===== config.mk =====
export PLATFORM = sky130hd
export DESIGN_NAME = dffrs_pipe
export DESIGN_NICKNAME = d
export VERILOG_FILES = /design/src/rtl/dffrs_pipe.sv
export SDC_FILE = /design/constraint.sdc
export NUM_CORES = 1
export LEC_CHECK = 0
export BUFFER_PORTS_ARGS = -buffer_cell sky130_fd_sc_hd__buf_2
export CAP_MARGIN = 20
export CORE_UTILIZATION = 50
export CTS_BUF_LIST = sky130_fd_sc_hd__clkbuf_4
export DETAILED_ROUTE_END_ITERATION = 6
export GPL_TIMING_DRIVEN = 0
export PLACE_DENSITY_LB_ADDON = 0.2
export RECOVER_POWER = 50
export SYNTH_ARGS = -nofsm -noshare
export SYNTH_HDL_FRONTEND = slang
export SYNTH_SLANG_ARGS = --single-unit

===== constraint.sdc =====
create_clock -name CLK -period 1.85 [get_ports CLK]
set_input_delay 0.185 -clock CLK [delete_from_list [all_inputs] [get_ports CLK]]
set_output_delay 0.185 -clock CLK [all_outputs]
set_load 0.005 [all_outputs]

===== src/rtl/dffrs_pipe.sv =====
// Elastic register pipeline of DEPTH stages with synchronous reset/preset and
// collapsing bubbles; one beat per cycle at full rate, ready back-pressure from Q_READY.

module dffrs_pipe_stage #(
    parameter int               WIDTH     = 8,
    parameter logic [WIDTH-1:0] RESET_VAL = '0,
    parameter logic [WIDTH-1:0] SET_VAL   = '1
) (
    input  logic             CLK,
    input  logic             RST,
    input  logic             SETN,
    input  logic             load,
    input  logic [WIDTH-1:0] din,
    output logic [WIDTH-1:0] dout
);
    always_ff @(posedge CLK) begin
        if (RST)
            dout <= RESET_VAL;
        else if (!SETN)
            dout <= SET_VAL;
        else if (load)
            dout <= din;
    end
endmodule

module dffrs_pipe #(
    parameter int               WIDTH     = 8,
    parameter int               DEPTH     = 3,
    parameter logic [WIDTH-1:0] RESET_VAL = '0,
    parameter logic [WIDTH-1:0] SET_VAL   = '1
) (
    input  logic                       CLK,
    input  logic                       RST,
    input  logic                       SETN,
    input  logic [WIDTH-1:0]           D,
    input  logic                       D_VALID,
    output logic                       D_READY,
    output logic [WIDTH-1:0]           Q,
    output logic                       Q_VALID,
    input  logic                       Q_READY,
    output logic [$clog2(DEPTH+1)-1:0] OCC
);
    localparam int OW = $clog2(DEPTH+1);

    logic [DEPTH-1:0]            vld_pipe;
    logic [DEPTH-1:0]            move;
    logic [DEPTH-1:0]            load;
    logic [DEPTH-1:0][WIDTH-1:0] data;
    logic [DEPTH-1:0][WIDTH-1:0] din;
    logic                        free;
    logic                        in_xfer;
    logic                        out_xfer;

    // Walk from the output back: a stage may move when the one ahead is empty or moving.
    always_comb begin
        move = '0;
        free = Q_READY;
        for (int k = DEPTH-1; k >= 0; k--) begin
            move[k] = vld_pipe[k] & free;
            free    = ~vld_pipe[k] | move[k];
        end
        D_READY = free;
    end

    assign in_xfer  = D_VALID & D_READY;
    assign out_xfer = Q_VALID & Q_READY;

    always_comb begin
        load    = '0;
        din     = '0;
        load[0] = in_xfer;
        din[0]  = D;
        for (int k = 1; k < DEPTH; k++) begin
            load[k] = move[k-1];
            din[k]  = data[k-1];
        end
    end

    for (genvar k = 0; k < DEPTH; k++) begin : g_stage
        dffrs_pipe_stage #(
            .WIDTH     (WIDTH),
            .RESET_VAL (RESET_VAL),
            .SET_VAL   (SET_VAL)
        ) u_stage (
            .CLK  (CLK),
            .RST  (RST),
            .SETN (SETN),
            .load (load[k]),
            .din  (din[k]),
            .dout (data[k])
        );
    end

    always_ff @(posedge CLK) begin
        if (RST || !SETN)
            vld_pipe <= '0;
        else
            vld_pipe <= load | (vld_pipe & ~move);
    end

    // Transfers are mutually consistent with vld_pipe, so OCC stays within 0..DEPTH.
    always_ff @(posedge CLK) begin
        if (RST || !SETN)
            OCC <= '0;
        else if (in_xfer && !out_xfer)
            OCC <= OCC + OW'(1);
        else if (out_xfer && !in_xfer)
            OCC <= OCC - OW'(1);
    end

    assign Q       = data[DEPTH-1];
    assign Q_VALID = vld_pipe[DEPTH-1];
endmodule


==> impl_results.md <==
* Run status: finished, final reports clean
* Skew-Pair Late Insertion Delay at 320 ps
* Max-Cap Viols at 0
* CTS tree: built
* Clk root buf: clkbuf_4
* Synthesized area per cell at 8.662 µm²
* Largest net degree at the start of global routing at 11
* Crit path max fanout at 10
* Fillers at 225
* DRC at 0
* Starting Density at 54.43%
* WL final at 2.644 mm
* Register area share after synthesis at 46.87%
* CTS Hold Buffers Added at 0
* Die area at 2681 µm²
* Slew Limit Fails at 0
* Final Hold Fails at 0
* Worst Tran Pin Value at 464.0 ps
* Initial drt markers at 18
* Max VDD drop at 0.6578 mV
* CP Launch Point: vld_pipe[0]$_SDFF_PP0_
* H-tree Lvls at 2
* Syn-to-layout area delta at 16.67%
* Total CTS buffers at 5
* Yosys warning total at 0
* Vias in the first global route at 999
* Post-route clock skew at 9.309 ps
* Placed insts at 192
* Total Neg Setup Slack at 0 ps
* Min-delay src: D[3]
* Row cnt at 17
* Lkg Pwr at 0.5738 nW
* Register area at 581.8 µm²
* Core area at 2276 µm²
* Ratio of cells with drive above 1 in the final layout at 24.14%
* #FFs+latches synth at 29
* Antenna-violating nets left at 0
* Non-Filler Instances at 202
* Die Wd at 51.78 µm
* Critical Path RT at 2110 ps
* Initial antenna violation count at 0
* Routed len/inst at 13.09 µm
* Unrepaired setup endpoints after global routing: false
* PD cells at 833.8 nW/µm²
* Via/cell ratio at 5.713
* Netlist cell types at 21
* Worst Setup End Kind: register
* Vias at 1154
* Gpl congestion at 0.7380
* Max_slew headroom at 69.07%
* Area of the multi-input gates at 508.0 µm²
* Nature of the critical path startpoint: register
* Die H at 51.78 µm
* Clock sink count at 29
* Kind of critical path: reg -> reg
* Final setup viols at 0
* First-pass DRT Iterations at 4
* Total Routing Usage GR at 22.86%
* Total power at 1.205 mW
* Ant diodes at 0
* Hold Crit Class: in -> reg
* Fraction of the cycle the final worst path needs at 93.28%
* Post-Synthesis Cells at 143
* Reg-to-reg critical path startpoint: vld_pipe[0]$_SDFF_PP0_
* Cell area after synthesis at 1239 µm²
* # IOs at 25
* IO buf count at 21
* Clock transition at path regs at 100 ps
* Final nets at 187
* Synth Net Count at 157
* First-pass GRT wire length at 4.381 mm
* GR Overflow Total at 0
* Max Root-Sink Buffers at 2
* Max Fclk at 0.5795 GHz
* WP data arrival at 1990 ps
* Fin crit period at 1726 ps
* DP HPWL at 1.929 mm
metal layers:
metal  part of all wire (%)  wire length (µm)  vias to the layer above  global-route usage, %
met4                    1.4                36                        0                  10.81
met3                    3.8               100                        4                  6.140
li1                       -                 -                      576                      -
met1                     45              1183                      546                  25.46
met2                     50              1323                       28                  40.04
met5                      0                 0                        -                      0
stage by stage:
stage               utilization [%]  setup WS [ps]  hold WS [ps]  cell area, µm²
floorplan                         -          211.0         357.8            1239
global placement              60.58          141.0         464.0            1379
detailed placement            60.58          86.12         473.3            1379
CTS                           63.00          63.06         124.8            1434
global route                  63.50          25.09         143.6            1445
finish                        63.50          124.3         128.3            1445
cell families after synthesis:
group                      synth area share [%]
AOI/OAI and AO/OA                         23.84
xor gates and xnor gates                  1.414
adders and majority gates                 1.010
buffers and inverters                     12.12
DFF                                       46.87
and+or+nand+nor                           14.75
final timing paths:
check / end / slack [ps] / depth (start not counted)
worst max-delay path: OCC[1]$_SDFFE_PP0P_ / 120 / 7
worst min-delay path: g_stage[0].u_stage.dout[3]$_SDFFE_PP0P_ / 130 / 3
worst max register to register: OCC[1]$_SDFFE_PP0P_ / 120 / 7
worst min register to register: OCC[1]$_SDFFE_PP0P_ / 490 / 2
cell usage in the layout (no fill, tap or decap):
master,instances
and4b_1,1
clkbuf_4,12
buf_6,3
nand2b_1,2
inv_1,3
nand2_1,1
buf_4,4
nor2_1,2
and3b_1,1
o21ai_0,25
clkinv_2,2
xor2_1,2
clkbuf_1,11
nor2b_1,1
a21oi_1,4
nand3_1,24
dfxtp_2,1
clkinv_4,1
buf_2,19
a31oi_1,24
or3_1,1
ha_1,1
nand3b_1,1
dfxtp_1,28
state kept, by name (all words and copies together), names as in the netlist:
name / flops
g_stage.u_stage.dout: 24
vld_pipe: 3
OCC: 2
timing repair:
action,4_1_cts,5_1_grt
resized for setup,0,1
setup endpoints to repair,0,1
setup buffers,0,2
cells in the mapped netlist (all sizes together):
cell type / number / area, µm²
a31oi: 24 / 150.1
nand3: 24 / 120.1
clkbuf: 7 / 26.28
inv: 3 / 11.26
nor2b: 1 / 6.260
nand2: 1 / 3.750
a21oi: 4 / 20.02
and3b: 1 / 8.760
xor2: 2 / 17.52
ha: 1 / 12.51
o21ai: 25 / 125.1
or3: 1 / 6.260
nor2: 2 / 7.510
nand3b: 1 / 7.510
clkinv: 1 / 8.760
nand2b: 2 / 12.51
buf: 13 / 103.9
dfxtp: 29 / 580.6
and4b: 1 / 10.01
critical path, stage by stage (launching register included):
cell     delay (ps)
dfxtp_1         340
buf_6           130
and4b_1         210
buf_6           110
nor2_1           40
ha_1            320
or3_1           370
a21oi_1         140
report_power, final:
part / switching, mW / internal (mW) / leakage, nW
clock network: 0.221 / 0.159 / 0.0354
logic: 0.0693 / 0.0687 / 0.296
registers: 0.0201 / 0.667 / 0.243
total: 0.310 / 0.895 / 0.574
cell type report:
type | instances | area share, %
inverters | 4 | 1.385
well taps | 28 | 2.424
flip-flops and latches | 29 | 40.26
plain buffers | 20 | 8.918
clock buffers | 6 | 3.117
clock inverters | 2 | 0.6926
repair buffers | 23 | 8.052
multi-input cells | 90 | 35.15
No activity file was read; power rests on OpenSTA's default activity.
